## src/rtl/uart_pkg.sv

```systemverilog
// Shared UART package: default widths used by the receiver, the transmitter
// and their FIFOs, plus the FIFO occupancy-count width helper.
package uart_pkg;

  localparam int UART_DBITS             = 8;
  localparam int UART_RX_FIFO_ADDR_BITS = 4;

  // Occupancy runs 0..2**addr_bits inclusive, so it needs one bit more
  // than the pointers.
  function automatic int fifo_cnt_w(input int addr_bits);
    return addr_bits + 1;
  endfunction

endpackage

```

## src/rtl/fifo_ctrl.sv

```systemverilog
// Circular-queue control: write/read pointers, occupancy count and flags.
// Holds no data; the owner keeps the storage array and uses w_addr/r_addr.
// Optional feature macro: UART_RX_FIFO_OVERRUN_EN adds a sticky overrun flag.
//
// Ports:
//   clk_100MHz   system clock (rising edge)
//   reset_n      asynchronous active-low reset
//   wr_en        write request
//   rd_en        read (pop) request
//   clr_overrun  clears overrun            (UART_RX_FIFO_OVERRUN_EN only)
//   w_addr       slot to write this cycle
//   r_addr       head slot
//   wr_accept    write is taken this cycle
//   empty, full  occupancy flags
//   count        stored words, 0..2**ADDR_BITS
//   overrun      sticky dropped-write flag  (UART_RX_FIFO_OVERRUN_EN only)
module fifo_ctrl
  import uart_pkg::*;
#(
  parameter int ADDR_BITS = UART_RX_FIFO_ADDR_BITS
) (
  input  logic                              clk_100MHz,
  input  logic                              reset_n,
  input  logic                              wr_en,
  input  logic                              rd_en,
`ifdef UART_RX_FIFO_OVERRUN_EN
  input  logic                              clr_overrun,
  output logic                              overrun,
`endif
  output logic [ADDR_BITS-1:0]              w_addr,
  output logic [ADDR_BITS-1:0]              r_addr,
  output logic                              wr_accept,
  output logic                              empty,
  output logic                              full,
  output logic [fifo_cnt_w(ADDR_BITS)-1:0]  count
);

  localparam int CW = fifo_cnt_w(ADDR_BITS);
  localparam logic [CW-1:0] DEPTH = CW'(2 ** ADDR_BITS);

  logic [ADDR_BITS-1:0] w_ptr_q, w_ptr_d;
  logic [ADDR_BITS-1:0] r_ptr_q, r_ptr_d;
  logic [CW-1:0]        count_q, count_d;
  logic                 rd_accept;

  assign empty  = (count_q == '0);
  assign full   = (count_q == DEPTH);
  assign count  = count_q;
  assign w_addr = w_ptr_q;
  assign r_addr = r_ptr_q;

  always_comb begin
    w_ptr_d   = w_ptr_q;
    r_ptr_d   = r_ptr_q;
    count_d   = count_q;
    // A pop while full frees the very slot being written, so no drop.
    wr_accept = wr_en && (!full || rd_en);
    rd_accept = rd_en && !empty;

    if (wr_accept) w_ptr_d = w_ptr_q + 1'b1;
    if (rd_accept) r_ptr_d = r_ptr_q + 1'b1;

    case ({wr_accept, rd_accept})
      2'b10:   count_d = count_q + 1'b1;
      2'b01:   count_d = count_q - 1'b1;
      default: count_d = count_q;
    endcase
  end

  always_ff @(posedge clk_100MHz or negedge reset_n) begin
    if (!reset_n) begin
      w_ptr_q <= '0;
      r_ptr_q <= '0;
      count_q <= '0;
    end else begin
      w_ptr_q <= w_ptr_d;
      r_ptr_q <= r_ptr_d;
      count_q <= count_d;
    end
  end

`ifdef UART_RX_FIFO_OVERRUN_EN
  logic overrun_q, overrun_d;

  // Set has priority over clear when both occur in the same cycle.
  always_comb begin
    overrun_d = overrun_q;
    if (clr_overrun)             overrun_d = 1'b0;
    if (wr_en && full && !rd_en) overrun_d = 1'b1;
  end

  always_ff @(posedge clk_100MHz or negedge reset_n) begin
    if (!reset_n) overrun_q <= 1'b0;
    else          overrun_q <= overrun_d;
  end

  assign overrun = overrun_q;
`endif

endmodule

```

## src/rtl/uart_rx_fifo.sv

```systemverilog
// UART receive FIFO: buffers each word strobed by the receiver's data_ready
// and presents the oldest word on a show-ahead read port.
// Optional feature macro: UART_RX_FIFO_OVERRUN_EN adds overrun/clr_overrun.
//
// Ports:
//   clk_100MHz   system clock (rising edge)
//   reset_n      asynchronous active-low reset
//   wr_en        write strobe (receiver data_ready)
//   wr_data      word to store (receiver data_out)
//   rd_en        pop the head word
//   rd_data      head word, zero when empty
//   empty, full  occupancy flags
//   count        stored words, 0..2**ADDR_BITS
//   overrun      sticky dropped-word flag  (UART_RX_FIFO_OVERRUN_EN only)
//   clr_overrun  clears overrun            (UART_RX_FIFO_OVERRUN_EN only)
module uart_rx_fifo
  import uart_pkg::*;
#(
  parameter int DBITS     = UART_DBITS,
  parameter int ADDR_BITS = UART_RX_FIFO_ADDR_BITS
) (
  input  logic                              clk_100MHz,
  input  logic                              reset_n,
  input  logic                              wr_en,
  input  logic [DBITS-1:0]                  wr_data,
  input  logic                              rd_en,
  output logic [DBITS-1:0]                  rd_data,
  output logic                              empty,
  output logic                              full,
`ifdef UART_RX_FIFO_OVERRUN_EN
  output logic                              overrun,
  input  logic                              clr_overrun,
`endif
  output logic [fifo_cnt_w(ADDR_BITS)-1:0]  count
);

  localparam int DEPTH = 2 ** ADDR_BITS;

  logic [ADDR_BITS-1:0] w_addr;
  logic [ADDR_BITS-1:0] r_addr;
  logic                 wr_accept;

  logic [DBITS-1:0] mem_q [DEPTH];
  logic [DBITS-1:0] mem_d [DEPTH];

  fifo_ctrl #(
    .ADDR_BITS (ADDR_BITS)
  ) u_ctrl (
    .clk_100MHz  (clk_100MHz),
    .reset_n     (reset_n),
    .wr_en       (wr_en),
    .rd_en       (rd_en),
`ifdef UART_RX_FIFO_OVERRUN_EN
    .clr_overrun (clr_overrun),
    .overrun     (overrun),
`endif
    .w_addr      (w_addr),
    .r_addr      (r_addr),
    .wr_accept   (wr_accept),
    .empty       (empty),
    .full        (full),
    .count       (count)
  );

  always_comb begin
    mem_d = mem_q;
    if (wr_accept) mem_d[w_addr] = wr_data;
  end

  // Storage is not reset: an empty queue never exposes stale contents.
  always_ff @(posedge clk_100MHz) begin
    mem_q <= mem_d;
  end

  assign rd_data = empty ? '0 : mem_q[r_addr];

endmodule

```

## config.mk

```make
export PLATFORM = sky130hd
export DESIGN_NAME = uart_rx_fifo
export DESIGN_NICKNAME = d
export VERILOG_FILES = /design/src/rtl/uart_pkg.sv /design/src/rtl/fifo_ctrl.sv /design/src/rtl/uart_rx_fifo.sv
export SDC_FILE = /design/constraint.sdc
export NUM_CORES = 1
export LEC_CHECK = 0
export ABC_AREA = 1
export BUFFER_PORTS_ARGS = -buffer_cell sky130_fd_sc_hd__clkbuf_2
export CORE_ASPECT_RATIO = 1.2
export CORE_MARGIN = 2
export CORE_UTILIZATION = 45
export DETAILED_ROUTE_END_ITERATION = 10
export HOLD_SLACK_MARGIN = 0.08
export PLACE_DENSITY_LB_ADDON = 0.05
export SLEW_MARGIN = 20
export SYNTH_ARGS = -nofsm -noshare
export SYNTH_HDL_FRONTEND = slang
export SYNTH_SLANG_ARGS = --single-unit
```

## constraint.sdc

```tcl
create_clock -name clk_100MHz -period 3.1 [get_ports clk_100MHz]
set_input_delay 0.465 -clock clk_100MHz [delete_from_list [all_inputs] [get_ports clk_100MHz]]
set_output_delay 0.465 -clock clk_100MHz [all_outputs]
set_load 0.02 [all_outputs]
```

==> run_results.csv, run 1 <==
group,metric,value,unit
flow_run,maxCapViolations,0,
route,drcViolationCount,0,
sta,clock.fmax,361,MHz
placement,globalplace.congestion,0.809,
clock_tree,cts_resized,0,
logic_synthesis,yosysSeqAreaShare,68.3,%
route,vias_per_cell,5.14,
critical_path,rrSetupSlack,660,ps
floorplan,die_area,14500,sq um
floorplan,num_io_pins,27,
final_layout,area_taken_by_multi_input_logic_gates,1660,sq um
critical_path,timing.critical_path.from_type,"register",
final_layout,register_area,4170,sq um
critical_path,regToRegStartpoint,"u_ctrl.count[1]",
route,drt-initial-drc-count,296,
worst_hold_path,worstHoldPathCells,3,
global_route,grt_pass1_vias,3937,
critical_path,worst-r2r-cell-count,14,
power,p_per_area,991,nW/um^2
clock_tree,clk_pin_slew_worst_paths,60,ps
sta,setup-violations-final,0,
worst_hold_path,worstHoldPathType,"input port to register",
final_layout,syn_to_final_growth,14.7,%
logic_synthesis,netlist.top_cell.by_area,"edfxtp_1",
sta,max_slew.worst_pin.slew,737,ps
sta,finalClockSkew,7.57,ps
power,power.combinational.fraction,35.4,%
floorplan,placeableCoreArea,13200,sq um
clock_tree,cts_tree,"built",
critical_path,critical_path_class,"register to primary output",
floorplan,rows,46,
sta,final_critical_path_time_including_i_o_delays_and_setup,2770,ps
final_layout,post_route_cells_drive_above_1_share,15.2,%
global_route,globalRoute.totalOverflow,0,
logic_synthesis,netlist-cell-type-count,27,
floorplan,die_boundary_width,110,um
global_route,antenna_found_initial,0,
placement,placement.io_buffers,26,
clock_tree,cts-buffers-inserted,17,
clock_tree,clock_network_latency_to_the_later_pin_of_the_worst_skew_pair,400,ps
power,static-leakage-power,2.74,nW
final_layout,final_net_count,603,
power,netSwitchingPower,2.63,mW
critical_path,arrival,2310,ps
global_route,grt_first_pass_wirelength,22.7,mm
clock_tree,cts.htree.levels,4,
final_layout,antenna_cells_inserted,0,
sta,timing.final.max_slew_violations,0,
clock_tree,clock-root-buffer,"clkbuf_16",
sta,slew_headroom,50.9,%
logic_synthesis,yosys.area.top_type_share,63.0,%
final_layout,num-fill-cells,1175,
worst_hold_path,min-delay-start,"rd_en",
logic_synthesis,syn_nets,563,
route,totalWireLength,14.1,mm
power,clockPowerShare,28.7,%
critical_path,timing.rr.end,"u_ctrl.count[4]",
status,outcome,"completed",
power,report.power.total,6.94,mW
floorplan,die_h,132,um
power,power.ir.vdd_worst,0.467,mV
global_route,grt_start_max_net_pins,67,
placement,hpwl,8.83,mm
logic_synthesis,synthTopCellsByArea,"edfxtp_1 (63%), nand2_1 (12%), nand3_1 (8.7%)",
route,detail_routed_net_length_per_standard_cell,18.6,um
logic_synthesis,post_synth_instance_area,6100,sq um
route,ant_nets,0,
placement,placed_cells_incl_taps,730,
logic_synthesis,syn_inst,542,
logic_synthesis,syn_avg_cell_area,11.3,sq um
critical_path,crit_fanout,66,
clock_tree,clkSinkCount,141,
route,dr_total_vias,3910,
logic_synthesis,number_of_synthesized_register_bits,141,
critical_path,cp.required,2630,ps
sta,fin_setup_tns,0,ps
logic_synthesis,synth_warnings,0,
sta,post-route-period-util,89.5,%
floorplan,start_util,46.1,%
power,switching_share,38.0,%
sta,rsz0062_at_grt,"false",
sta,finalHoldViolCount,0,
route,drt-pass1-iter-count,4,
clock_tree,cts-root-to-sink-buffers,2,
worst_hold_path,hold_path_end,"u_ctrl.r_addr[0]",
critical_path,critPathCaptureType,"primary output",
power,internal_power,4.31,mW
global_route,global_route.usage.total,21.2,%
final_layout,finalNonFillerCells,761,
power,power.share.sequential,35.9,%
==> flip-flops by register name, indices dropped and copies added, names as in the netlist <==
| register | count |
|---|---|
| mem_q | 128 |
| u_ctrl.count | 5 |
| u_ctrl.r_addr | 4 |
| u_ctrl.w_addr | 4 |
==> synthesized netlist by cell type <==
cell type    n
nor2_2       2
o21bai_1     1
a21o_1       1
buf_6        7
clkbuf_1     4
xnor2_1      2
nand2_1    188
ha_1         9
nand3_2      1
dfrtp_1     13
inv_1       15
o21ai_4      1
xor2_1       6
a21oi_1     10
nand2_4      1
nand3_1    106
buf_2       10
nor3_1      16
buf_1        1
nor2_4       1
buf_4        6
nor2_1       2
edfxtp_1   128
o21ai_1      4
inv_4        1
inv_2        5
o21ai_0      1
==> repair_timing <==
action                                 in CTS  in global routing
hold buffers                                1                  0
endpoints found under the hold margin      13                  0
buffers inserted                            0                  0
==> kinds of logic (layout without fill, tap and decap cells) <==
group	after synthesis	in the layout	share of synthesized area (%)
AO/OA/AOI/OAI	18	18	1.74
XOR/XNOR	8	8	1.15
adder cells (fa/ha/maj)	9	9	1.85
buffers and inverters	49	100	4.49
flip-flops	141	141	68.3
AND/OR/NAND/NOR	317	317	22.4
==> worst max-delay path, stage by stage (launching register included) <==
cell	delay [ps]
dfrtp_2	360
buf_4	570
nand2_1	100
nand3_1	120
nand3_1	140
nand2_1	130
nand2_1	60
a21oi_1	190
clkbuf_2	200
==> per-layer routing <==
layer | vias up | routed length, um | share of wire [%] | global-route usage, %
met5 | - | 0 | 0 | 0
met3 | 10 | 475 | 3.4 | 4.71
met4 | 0 | 182 | 1.3 | 5.63
li1 | 1953 | - | - | -
met1 | 1864 | 6530 | 46 | 29.8
met2 | 83 | 6930 | 49 | 33.2
==> worst max-delay path by stage <==
stage	startpoint	endpoint	cells past startpoint
2_1_floorplan	u_ctrl.count[1]	u_ctrl.count[4]	14
3_3_place_gp	u_ctrl.count[1]	u_ctrl.count[4]	14
3_5_place_dp	u_ctrl.count[1]	u_ctrl.count[4]	14
4_1_cts	u_ctrl.r_addr[0]	rd_data[5]	8
5_1_grt	u_ctrl.r_addr[0]	rd_data[7]	8
6_report	u_ctrl.r_addr[0]	rd_data[1]	8
==> stage by stage <==
step	setup slack (ps)	cell area (sq um)	util [%]	hold WS, ps
after floorplan	740	6100	-	169
after global placement	724	6410	48.5	386
after global routing	98.3	7000	52.9	378
after CTS	308	7000	52.9	373
after detailed placement	660	6410	48.5	393
final	326	7000	52.9	388
==> placed cells by master, fill, tap and decap left out <==
cell type / netlist / layout
clkinvlp_4: 0 / 3
clkinv_1: 0 / 1
dlygate4sd3_1: 0 / 1
clkbuf_2: 0 / 26
inv_2: 5 / 5
o21ai_1: 4 / 4
clkinv_2: 0 / 5
ha_1: 9 / 9
inv_6: 0 / 1
xor2_1: 6 / 6
nand2_4: 1 / 1
nand2_1: 188 / 188
clkbuf_16: 0 / 17
bufinv_16: 0 / 3
edfxtp_1: 128 / 128
xnor2_1: 2 / 2
nand3_2: 1 / 1
dfrtp_2: 0 / 1
o21ai_0: 1 / 1
nand3_1: 106 / 106
buf_4: 6 / 22
o21ai_4: 1 / 1
nor3_1: 16 / 16
dfrtp_1: 13 / 12
a21o_1: 1 / 1
nor2_4: 1 / 1
nor2_2: 2 / 2
a21oi_1: 10 / 10
inv_1: 15 / 15
nor2_1: 2 / 2
inv_4: 1 / 1
o21bai_1: 1 / 1
==> final cells by class <==
| type | instances | area share (%) |
|---|---|---|
| clock buffer | 17 | 6.08 |
| sequential | 141 | 59.6 |
| timing repair buffer | 49 | 4.36 |
| multi-input combinational | 352 | 23.7 |
| clock inverter | 13 | 2.14 |
| inverter | 21 | 1.16 |
| tap | 168 | 3.00 |
==> power groups by stage <==
stage | clock (mW) | sequential, mW | combinational [mW]
after floorplan | 0 | 2.50 | 1.80
after global placement | 0 | 2.52 | 2.46
after detailed placement | 0 | 2.53 | 2.47
after CTS | 2.02 | 2.50 | 2.48
after global routing | 2.12 | 2.52 | 2.78
final | 1.99 | 2.49 | 2.45
Note: power is estimated with default switching activity, not from simulation.
==> run 2, diff against run 1 <==
- BUFFER_PORTS_ARGS: -buffer_cell sky130_fd_sc_hd__clkbuf_2 -> default
- CTS_CLUSTER_SIZE: default -> 40
- DONT_BUFFER_PORTS: default -> 1
- clock period: 3.1 -> 2.78 ns (I/O delays scaled with it)
==> run_results.csv, run 2 (synthesized netlist as in run 1, its figures left out) <==
group,metric,value,unit
power,p_per_area,1100,nW/um^2
clock_tree,post_cts.repair.setup_buffers,0,
clock_tree,clock-root-buffer,"clkbuf_16",
final_layout,post_route_cells_drive_above_1_share,12.5,%
clock_tree,clkSinkCount,141,
power,static-leakage-power,2.67,nW
floorplan,die_h,132,um
sta,fin_setup_tns,0,ps
status,outcome,"completed",
sta,finalClockSkew,5.67,ps
worst_hold_path,hold_path_end,"mem_q[92]",
clock_tree,clk_pin_slew_worst_paths,60,ps
clock_tree,cts-buffers-inserted,17,
sta,slew_headroom,37.3,%
sta,setup-violations-final,0,
sta,rsz0062_at_grt,"false",
final_layout,final_net_count,591,
critical_path,critical_path_class,"register to primary output",
placement,globalplace.congestion,0.765,
final_layout,layout_commonest_cell,"nand2_1",
route,totalWireLength,14.2,mm
floorplan,die_area,14500,sq um
floorplan,die_boundary_width,110,um
flow_run,maxCapViolations,0,
final_layout,syn_to_final_growth,14.2,%
route,drt-initial-drc-count,290,
route,vias_per_cell,5.33,
floorplan,rows,46,
floorplan,placeableCoreArea,13200,sq um
worst_hold_path,worstHoldPathType,"input port to register",
placement,hpwl,8.80,mm
global_route,grt_start_max_net_pins,40,
critical_path,timing.rr.end,"u_ctrl.count[4]",
clock_tree,cts.htree.levels,4,
sta,clock.fmax,385,MHz
worst_hold_path,min-delay-start,"wr_data[4]",
final_layout,largest_register_ff_count,128,
sta,finalHoldViolCount,0,
critical_path,regToRegStartpoint,"u_ctrl.count[1]",
final_layout,antenna_cells_inserted,0,
global_route,antenna_found_initial,0,
route,ant_nets,0,
sta,hold_slack,100,ps
route,detail_routed_net_length_per_standard_cell,18.8,um
floorplan,num_io_pins,27,
final_layout,final_cell_mix,"nand2_1 (188), edfxtp_1 (128), nand3_1 (106), buf_4 (31), clkbuf_16 (17)",
sta,post-route-period-util,93.5,%
sta,timing.final.max_slew_violations,0,
sta,max_slew.worst_pin.slew,934,ps
critical_path,rrSetupSlack,450,ps
clock_tree,cts_tree,"built",
global_route,globalRoute.totalOverflow,0,
placement,placement.io_buffers,0,
power,power.ir.vdd_worst,0.573,mV
global_route,global_route.usage.total,20.8,%
final_layout,largest-register,"mem_q",
critical_path,critPathCaptureType,"primary output",
route,dr_total_vias,4005,
critical_path,arrival,2180,ps
critical_path,cp.required,2360,ps
clock_tree,clock_network_latency_to_the_later_pin_of_the_worst_skew_pair,410,ps
floorplan,start_util,46.1,%
sta,final_critical_path_time_including_i_o_delays_and_setup,2600,ps
global_route,grt_pass1_vias,3949,
route,drt-pass1-iter-count,5,
global_route,grt_first_pass_wirelength,21.9,mm
route,drcViolationCount,0,
worst_hold_path,worstHoldPathCells,0,
critical_path,timing.critical_path.from_type,"register",
critical_path,worst-r2r-cell-count,14,
critical_path,crit_fanout,39,
clock_tree,cts-root-to-sink-buffers,2,
==> run 2: cell types whose count changed in the layout (fill, tap and decap cells not counted), sizes merged, moves of 2 or more <==
cell | before | now
buf | 22 | 34
clkbuf | 43 | 20
dlygate4sd3 | 1 | 3
bufinv | 3 | 1
==> run 2: cell type report <==
type | count | area [sq um]
Multi-Input combinational cell | 352 | 1660
Sequential cell | 141 | 4170
Inverter | 21 | 81.3
Fill cell | 1164 | 6270
Timing Repair Buffer | 37 | 314
Clock buffer | 20 | 437
Clock inverter | 12 | 98.8
Tap cell | 168 | 210
==> run 2: repair_timing <==
action,in CTS,in global routing
endpoints found under the hold margin,13,9
resized for setup,0,1
hold buffers,1,2
endpoints found under the setup margin,0,1
==> run 2: per-stage QoR <==
| stage | area [sq um] | setup slack, ps | util, % | total power, mW | cells |
|---|---|---|---|---|---|
| floorplan | 6100 | 420 | - | 4.80 | 542 |
| global placement | 6400 | 485 | 48.3 | 5.65 | 716 |
| detailed placement | 6400 | 440 | 48.3 | 5.66 | 716 |
| CTS | 6950 | 125 | 52.5 | 7.73 | 749 |
| global route | 6970 | 33.5 | 52.6 | 8.13 | 751 |
| finish | 6970 | 180 | 52.6 | 7.66 | 751 |
==> run 2: critical path, cell delays in order (launching register included) <==
cell and delay (ps):
dfrtp_2 550, inv_2 150, buf_12 210, nand2_1 80, nand3_1 90, nand3_1 100
nand2_1 80, nand2_1 40, a21oi_1 260, buf_4 190
==> run 2: report_power, final <==
| group | internal [mW] | switching [mW] | leakage [nW] |
|---|---|---|---|
| registers | 2.59 | 0.261 | 1.31 |
| logic | 0.931 | 1.84 | 1.11 |
| clock network | 1.22 | 0.821 | 0.249 |
| total | 4.73 | 2.92 | 2.67 |
==> run 2: worst max path at each step <==
| stage | start | cells past startpoint | slack, ps | end |
|---|---|---|---|---|
| detailed placement | u_ctrl.count[1] | 14 | 440 | u_ctrl.count[4] |
| CTS | u_ctrl.r_addr[0] | 9 | 120 | rd_data[2] |
| finish | u_ctrl.r_addr[0] | 9 | 180 | rd_data[7] |
| global placement | u_ctrl.count[1] | 6 | 480 | mem_q[68] |
| floorplan | u_ctrl.count[1] | 14 | 420 | u_ctrl.count[4] |
| global route | u_ctrl.r_addr[0] | 9 | 30 | rd_data[2] |
==> run 2: layer usage <==
metal / GRT usage, % / vias up / wire length [um]
met5: 0 / - / 0
li1: - / 1927 / -
met1: 27.4 / 1934 / 6060
met4: 7.78 / 0 / 235
met2: 32.5 / 126 / 6970
met3: 5.80 / 18 / 886
==> run 3, diff against run 2 <==
- CORE_UTILIZATION: 45 -> 37
==> run_results.csv, run 3 (synthesized netlist as in run 1, its figures left out) <==
group,metric,value,unit
floorplan,die_boundary_width,121,um
sta,setup_ws,159,ps
route,totalWireLength,16.0,mm
route,dr_total_vias,4074,
critical_path,critical_path_class,"register to primary output",
final_layout,final_util,45.0,%
final_layout,post_route_cells_drive_above_1_share,13.1,%
route,ant_nets,0,
sta,final_critical_path_time_including_i_o_delays_and_setup,2620,ps
clock_tree,cts-buffers-inserted,17,
clock_tree,clk_pin_slew_worst_paths,60,ps
global_route,grt_pass1_vias,3940,
floorplan,die_h,145,um
critical_path,critical_path.cell_chain,"clkinv_2 -> buf_12 -> nand2_1 -> nand3_1 -> nand3_1 -> nand2_1 -> nand2_1 -> a21oi_1 -> buf_4",
route,drcViolationCount,0,
sta,finalClockSkew,9.19,ps
critical_path,timing.critical_path.from_type,"register",
final_layout,final_cell_mix,"nand2_1 (188), edfxtp_1 (128), nand3_1 (106), buf_4 (35), dlygate4sd3_1 (21)",
critical_path,worst-r2r-cell-count,12,
critical_path,critPathCaptureType,"primary output",
route,vias_per_cell,4.99,
sta,finalHoldViolCount,0,
global_route,global_route.usage.total,18.6,%
clock_tree,clock_network_latency_to_the_later_pin_of_the_worst_skew_pair,420,ps
power,power.ir.vdd_worst,0.569,mV
global_route,grt_first_pass_wirelength,23.5,mm
final_layout,num-fill-cells,1554,
placement,globalplace.congestion,0.746,
worst_hold_path,worstHoldPathType,"input port to register",
sta,max_slew.worst_pin.slew,670,ps
sta,setup-violations-final,0,
final_layout,final_area,7290,sq um
clock_tree,cts-root-to-sink-buffers,2,
floorplan,start_util,37.6,%
critical_path,cp.required,2360,ps
final_layout,antenna_cells_inserted,0,
critical_path,arrival,2200,ps
clock_tree,post_cts.repair.setup_buffers,0,
placement,placement.io_buffers,0,
placement,dpl_worst_slack,453,ps
critical_path,crit_fanout,38,
floorplan,rows,51,
route,detail_routed_net_length_per_standard_cell,19.6,um
sta,fin_setup_tns,0,ps
placement,place_area,6480,sq um
clock_tree,clkSinkCount,141,
final_layout,largest_register_ff_count,128,
route,drt-initial-drc-count,331,
critical_path,cp_slowest_stage_delay,440,ps
sta,rsz0062_at_grt,"false",
final_layout,finalNonFillerCells,816,
power,p_per_area,1110,nW/um^2
global_route,grt_start_max_net_pins,41,
power,report.power.total,8.08,mW
status,outcome,"completed",
floorplan,placeableCoreArea,16200,sq um
critical_path,critical_path.slowest_cell,"dfrtp_2",
floorplan,die_area,17500,sq um
final_layout,syn_to_final_growth,19.5,%
global_route,antenna_found_initial,0,
final_layout,largest-register,"mem_q",
worst_hold_path,worstHoldPathCells,0,
route,drt-pass1-iter-count,4,
final_layout,layout_commonest_cell,"nand2_1",
floorplan,num_io_pins,27,
clock_tree,clock-root-buffer,"clkbuf_16",
placement,hpwl,9.42,mm
sta,timing.final.max_slew_violations,0,
power,static-leakage-power,2.82,nW
clock_tree,cts_tree,"built",
sta,slew_headroom,55.2,%
sta,hold_slack,97.8,ps
flow_run,maxCapViolations,0,
global_route,globalRoute.totalOverflow,0,
sta,post-route-period-util,94.3,%
sta,clock.fmax,382,MHz
clock_tree,cts.htree.levels,4,
placement,placed_cells_incl_taps,763,
critical_path,timing.critical_path.mode_cell,"nand2_1",
final_layout,final_net_count,612,
run 3: cell count changes in the layout (fill, tap and decap cells not counted):
cell	delta
dlygate4sd3_1	+18
clkinv_2	+5
buf_4	+4
clkinvlp_4	-4
bufinv_16	+3
clkbuf_1	-2
buf_6	-1
clkinv_1	-1
inv_2	-1
run 3: path summary, 6_finish.rpt:
| check | startpoint | end | slack [ps] |
|---|---|---|---|
| max | u_ctrl.r_addr[0] | rd_data[4] | 160 |
| min | wr_data[0] | mem_q[32] | 100 |
| max reg2reg | u_ctrl.count[1] | u_ctrl.count[2] | 470 |
| min reg2reg | u_ctrl.w_addr[3] | u_ctrl.w_addr[3] | 560 |
| max in group asynchronous | reset_n | u_ctrl.r_addr[0] | 1840 |
| min in group asynchronous | reset_n | u_ctrl.count[1] | 470 |
run 3: what timing repair did:
action,CTS,global route
hold buffers,9,12
hold endpoints to repair,34,63
endpoints found under the setup margin,0,3
resized for setup,0,1
run 3: area by class of cell:
| cell class | instances | area [sq um] | area share (%) |
|---|---|---|---|
| Clock inverter | 14 | 175 | 2.40 |
| Multi-Input combinational cell | 352 | 1660 | 22.7 |
| Clock buffer | 18 | 429 | 5.88 |
| Tap cell | 212 | 265 | 3.64 |
| Inverter | 21 | 82.6 | 1.13 |
| Sequential cell | 141 | 4170 | 57.2 |
| Timing Repair Buffer | 58 | 513 | 7.03 |
run 3: critical path: cells and delay by family (launching register included):
kind,cells,cell delay [ps]
buffers and inverters,3,650
flip-flops,1,440
AND/OR/NAND/NOR,5,400
AO/OA/AOI/OAI,1,270
run 3: power breakdown:
part | switching (mW) | internal, mW
Sequential | 0.206 | 2.59
Combinational | 1.97 | 0.977
Clock | 0.848 | 1.49
Total | 3.03 | 5.05
run 3: routing by layer:
metal	routed length, um	track usage, %	vias up
li1	-	-	1977
met2	7680	29.7	81
met3	535	4.43	25
met4	420	6.72	0
met1	7350	25.0	1991
met5	0	0	-
